$ cat src/rtl/enemy_wave_controller.sv
// Enemy wave controller: paces spawns on a divided game tick, tracks the frontmost
// alive enemy, and aggregates damage between the player side and four enemy slots.
module enemy_wave_controller #(
    parameter int TICK_DIV  = 50000,
    parameter int SPAWN_GAP = 8,
    parameter int WAVE_SIZE = 8
) (
    input  logic        clk,
    input  logic        reset,
    input  logic        start,
    input  logic [3:0]  enemyDead,
    input  logic [35:0] enemyPos,
    input  logic [31:0] enemyDmg,
    input  logic [7:0]  playerDmgIn,
    output logic [3:0]  canSpawn,
    output logic        moveSCEN,
    output logic        damageSCEN,
    output logic [31:0] damageToEnemy,
    output logic [8:0]  enemyFront,
    output logic [9:0]  damageToPlayer,
    output logic        waveDone,
    output logic        busy
);

    localparam int TW = (TICK_DIV > 1) ? $clog2(TICK_DIV) : 1;
    localparam int GW = (SPAWN_GAP > 1) ? $clog2(SPAWN_GAP) : 1;
    localparam logic [TW-1:0] TICK_MAX = TW'(TICK_DIV - 1);
    localparam logic [GW-1:0] GAP_MAX  = GW'(SPAWN_GAP - 1);
    localparam logic [7:0]    WAVE_N   = 8'(WAVE_SIZE);

    typedef enum logic [1:0] {IDLE, SPAWN, CLEAR, DONE} state_t;

    state_t          state_q, state_d;
    logic [TW-1:0]   tickCnt_q, tickCnt_d;
    logic [GW-1:0]   gapCnt_q, gapCnt_d;
    logic [7:0]      spawned_q, spawned_d;
    logic [3:0]      pending_q, pending_d;
    logic [3:0]      canSpawn_q, canSpawn_d;
    logic            tickPulse_q, tickPulse_d;
    logic [8:0]      frontPos_q, frontPos_d;
    logic [1:0]      frontIdx_q, frontIdx_d;
    logic            frontValid_q, frontValid_d;
    logic [9:0]      dmgSum_q, dmgSum_d;

    logic            active;
    logic            tickEnd;
    logic [3:0]      alive;
    logic [3:0]      freeSlots;
    logic [3:0]      grant;

    // A freshly granted slot stays pending until its unit reports alive, so it is
    // neither re-granted nor targeted while the spawn propagates.
    assign active    = (state_q == SPAWN) || (state_q == CLEAR);
    assign tickEnd   = active && (tickCnt_q == TICK_MAX);
    assign alive     = ~enemyDead & ~pending_q;
    assign freeSlots = enemyDead & ~pending_q;
    assign grant     = freeSlots & (~freeSlots + 4'd1);

    always_comb begin
        state_d     = state_q;
        tickCnt_d   = tickCnt_q;
        gapCnt_d    = gapCnt_q;
        spawned_d   = spawned_q;
        pending_d   = pending_q & enemyDead;
        canSpawn_d  = '0;
        tickPulse_d = tickEnd;
        if (active) begin
            tickCnt_d = tickEnd ? '0 : tickCnt_q + TW'(1);
        end
        case (state_q)
            IDLE, DONE: begin
                if (start) begin
                    state_d   = SPAWN;
                    tickCnt_d = '0;
                    gapCnt_d  = GAP_MAX;
                    spawned_d = '0;
                    pending_d = '0;
                end
            end
            SPAWN: begin
                if (spawned_q >= WAVE_N) begin
                    state_d = CLEAR;
                end else if (tickEnd) begin
                    if (gapCnt_q < GAP_MAX) begin
                        gapCnt_d = gapCnt_q + GW'(1);
                    end else if (freeSlots != 4'd0) begin
                        canSpawn_d = grant;
                        pending_d  = pending_d | grant;
                        spawned_d  = spawned_q + 8'd1;
                        gapCnt_d   = '0;
                    end
                end
            end
            CLEAR: begin
                if ((enemyDead == 4'hF) && (pending_q == 4'd0)) begin
                    state_d = DONE;
                end
            end
            default: state_d = IDLE;
        endcase
    end

    // Strict greater-than keeps ties on the lowest index.
    always_comb begin
        frontPos_d   = '0;
        frontIdx_d   = '0;
        frontValid_d = 1'b0;
        dmgSum_d     = '0;
        for (int i = 0; i < 4; i++) begin
            if (alive[i]) begin
                dmgSum_d = dmgSum_d + 10'(enemyDmg[8*i +: 8]);
                if (!frontValid_d || (enemyPos[9*i +: 9] > frontPos_d)) begin
                    frontPos_d   = enemyPos[9*i +: 9];
                    frontIdx_d   = 2'(i);
                    frontValid_d = 1'b1;
                end
            end
        end
    end

    always_ff @(posedge clk or posedge reset) begin
        if (reset) begin
            state_q      <= IDLE;
            tickCnt_q    <= '0;
            gapCnt_q     <= '0;
            spawned_q    <= '0;
            pending_q    <= '0;
            canSpawn_q   <= '0;
            tickPulse_q  <= 1'b0;
            frontPos_q   <= '0;
            frontIdx_q   <= '0;
            frontValid_q <= 1'b0;
            dmgSum_q     <= '0;
        end else begin
            state_q      <= state_d;
            tickCnt_q    <= tickCnt_d;
            gapCnt_q     <= gapCnt_d;
            spawned_q    <= spawned_d;
            pending_q    <= pending_d;
            canSpawn_q   <= canSpawn_d;
            tickPulse_q  <= tickPulse_d;
            frontPos_q   <= frontPos_d;
            frontIdx_q   <= frontIdx_d;
            frontValid_q <= frontValid_d;
            dmgSum_q     <= dmgSum_d;
        end
    end

    // The front slot may have died since it was registered; only feed it while alive.
    always_comb begin
        damageToEnemy = '0;
        if (frontValid_q && alive[frontIdx_q]) begin
            damageToEnemy[{frontIdx_q, 3'b000} +: 8] = playerDmgIn;
        end
    end

    assign canSpawn       = canSpawn_q;
    assign moveSCEN       = tickPulse_q;
    assign damageSCEN     = tickPulse_q;
    assign enemyFront     = frontPos_q;
    assign damageToPlayer = dmgSum_q;
    assign waveDone       = (state_q == DONE);
    assign busy           = active;

endmodule

$ cat config.mk
export PLATFORM = sky130hd
export DESIGN_NAME = enemy_wave_controller
export DESIGN_NICKNAME = d
export VERILOG_FILES = /design/src/rtl/enemy_wave_controller.sv
export SDC_FILE = /design/constraint.sdc
export NUM_CORES = 1
export LEC_CHECK = 0
export CAP_MARGIN = 0
export CORE_MARGIN = 3
export CORE_UTILIZATION = 44
export DETAILED_ROUTE_END_ITERATION = 6
export PLACE_DENSITY = 0.73
export RECOVER_POWER = 100
export REMOVE_ABC_BUFFERS = 1
export SYNTH_ARGS = -nofsm -noshare
export SYNTH_HDL_FRONTEND = slang
export SYNTH_SLANG_ARGS = --single-unit
$ cat constraint.sdc
create_clock -name clk -period 12.3 [get_ports clk]
set_clock_uncertainty 0.05 [all_clocks]
set_input_delay 1.23 -clock clk [delete_from_list [all_inputs] [get_ports clk]]
set_output_delay 1.23 -clock clk [all_outputs]
set_load 0.1 [all_outputs]
==> out/metrics.csv <==
metric,value,unit
outcome,finished with violations,
failed_checks,"capacitance limit, slew limit",
cts_buffers,9,
setup_viol,0,
initial_core_util,46.3,%
final_nets,916,
cts_tree,done,
hold_viol,0,
reg2regPathDepth,22,
antenna_found_initial,0,
async_flop_share,100,%
cp_cell_sequence,dlygate4sd3_1 > nor2_2 > clkbuf_1 > nand2_1 > ha_1 > and4_1 > a21o_1 > o21a_1 > o21ai_2 > a31oi_1 > nand2b_1 > ha_1 > a211o_1 > o221ai_1 > a21oi_1 > o21ai_0 > mux2_2 > ha_1 > nand4_1 > o41ai_1 > a21o_1 > o211ai_1 > o221ai_1,
wire_per_inst,16.4,um
postSynthAreaPerCell,8.70,um^2
grt_pass1_wl,24.5,mm
cts_hold_buf,0,
clock_path_buffers,2,
drive_gt1_share,5.19,%
p_leak,3.29,nW
vias,5189,
ys_seq_area_share,27.7,%
fmax,107,MHz
holdWs,450,ps
core,0.0117,mm^2
postCtsSetupRepairBufs,0,
yosysWarnings,0,
crit_fanout,28,
cap_violations,2,
first_global_vias,5187,
synth_common_cells,"65 x ha_1, 60 x dfrtp_1, 57 x nor2_1",
drt-pass1-iter-count,5,
critPathKind,input pin to flop,
hp-start,pending_q[3]$_DFF_PP0_,
power.total,1.03,mW
clkTransAtPathRegs,60,ps
layout.cells.non_filler,913,
diodes,0,
min_period,9350,ps
cpMostUsedCell,ha_1,
num_rows,39,
reg2reg_slack,4060,ps
vdd_drop_max,0.0711,mV
rsz0062_at_grt,false,
track_usage,22.6,%
drc,0,
grt.overflow.total,0,
wl,15.0,mm
syn_to_final_growth,33.3,%
critPathLaunchType,input pin,
die_area,0.0137,mm^2
fin_crit_sh,76.0,%
slowest_stage,o21ai_0,
endpoint_kind,flop,
r2r-start,pending_q[0]$_DFF_PP0_,
synth_top_area_cell,dfrtp_1,
min_path_type,flop to flop,
ant_nets,0,
worst_pin_slew,3270,ps
die_h,117,um
place_area,0.00697,mm^2
max_stage_delay,1490,ps
clock_latency,330,ps
clock_sinks,60,
crit_arrival,9540,ps
whs_endpoint,frontValid_q$_DFF_PP0_,
ys_seq_elements,60,
synth_top_cell_area_share,27.7,%
dp_hpwl,11.9,mm
r2r_end,enemyFront[0]$_DFF_PP0_,
synth_edf_count,0,
grt_max_degree,61,
powerDensity,142,mW/mm^2
vias_per_cell,5.68,
place_congestion,0.916,
cts_root_buffer,clkbuf_16,
synthFlopType,dfrtp_1,
whs_path_depth,1,
htreeDepth,3,
yosys-top-cells-area,"dfrtp_1 28%, ha_1 15%, and2_1 5.1%, nor2_1 3.9%, nand2_1 3.4%",
tns,0,ps
syn-instance-count,624,
dp_cells,897,
syn_area,0.00543,mm^2
slew_headroom,-118,%
port_buffers,141,
io_pins,142,
synth.distinct_cells,71,
drt-initial-drc-count,279,
cts.repair.resized,0,
yosysMostFrequentCell,ha_1,
critPathRequiredTime,12490,ps
fp.dieW,117,um
slew_viol_final,79,
fin_area,0.00723,mm^2
==> worst max path at each step <==
| stage | to | cells past startpoint | from | slack (ps) |
|---|---|---|---|---|
| 5_1_grt | enemyFront[2]$_DFF_PP0_ | 24 | enemyDead[0] | 2350 |
| 3_5_place_dp | enemyFront[0]$_DFF_PP0_ | 23 | enemyDead[0] | 4080 |
| 3_3_place_gp | enemyFront[0]$_DFF_PP0_ | 23 | enemyDead[0] | 4250 |
| 6_report | enemyFront[0]$_DFF_PP0_ | 23 | enemyDead[0] | 2950 |
| 2_1_floorplan | enemyFront[0]$_DFF_PP0_ | 21 | enemyDead[0] | 5410 |
| 4_1_cts | enemyFront[0]$_DFF_PP0_ | 23 | enemyDead[0] | 4430 |
==> per-layer routing <==
metal / vias up / global-route usage, % / share of wire (%)
li1: 2576 / - / -
met1: 2456 / 28.7 / 44
met2: 139 / 38.8 / 49
met3: 18 / 4.42 / 5.2
met4: 0 / 7.03 / 1.8
met5: - / 0 / 0
==> cells by family after synthesis <==
kind of cell | synth area share (%)
flip-flops | 27.7
buffers and inverters | 3.16
AO/OA/AOI/OAI | 21.3
multiplexers | 2.84
adder cells (fa/ha/maj) | 16.1
AND/OR/NAND/NOR | 24.7
XOR/XNOR | 4.20
==> through the flow <==
stage	util, %	worst slack, ps
final	61.8	2950
after global placement	59.5	4250
after detailed placement	59.5	4080
after global routing	61.8	2350
after CTS	62.0	4430
after floorplan	-	5410
==> power breakdown <==
group / internal [mW] / switching, mW
Combinational: 0.171 / 0.375
Sequential: 0.224 / 0.0156
Clock: 0.156 / 0.0897
==> state kept, by name, indices dropped and copies added (netlist names) <==
| signal | count |
|---|---|
| tickCnt_q | 16 |
| damageToPlayer | 10 |
| enemyFront | 9 |
| spawned_q | 8 |
| canSpawn | 4 |
| pending_q | 4 |
| gapCnt_q | 3 |
| frontIdx_q | 2 |
| state_q | 2 |
| damageSCEN | 1 |
| frontValid_q | 1 |
==> placed cells by master (no fill, tap or decap), types with 4 or more instances in the layout <==
cell type,count
a211oi_1,15
a21o_1,9
a21oi_1,19
a2bb2oi_1,6
a31oi_1,10
and2_1,41
and3_1,6
and4_1,4
clkbuf_1,4
clkbuf_16,9
clkdlybuf4s50_1,79
dfrtp_1,60
dlygate4sd3_1,62
ha_1,65
inv_1,29
mux2_2,9
nand2_1,49
nand2b_1,12
nand3_1,23
nand4_1,8
nor2_1,57
nor2b_1,10
nor3_1,7
o21a_1,14
o21ai_0,35
o21bai_1,4
o221ai_1,8
o31ai_1,10
or3_1,5
xnor2_1,18
xor2_1,8
==> worst max-delay path, delay by kind of cell <==
kind | cells | cell delay (ps)
compound gates | 12 | 4510
buf+inv | 2 | 1490
fa+ha+maj | 3 | 970
simple gates | 5 | 880
mux | 1 | 450
==> layout make-up <==
cell class | count | area, um^2
timing repair buffer | 143 | 1420
clock inverter | 5 | 52.6
fill | 1012 | 4480
multi-input combinational | 521 | 3740
clock buffer | 11 | 233
tap | 143 | 179
sequential | 60 | 1500
inverter | 30 | 113
Power figures use the tool's default switching activity.
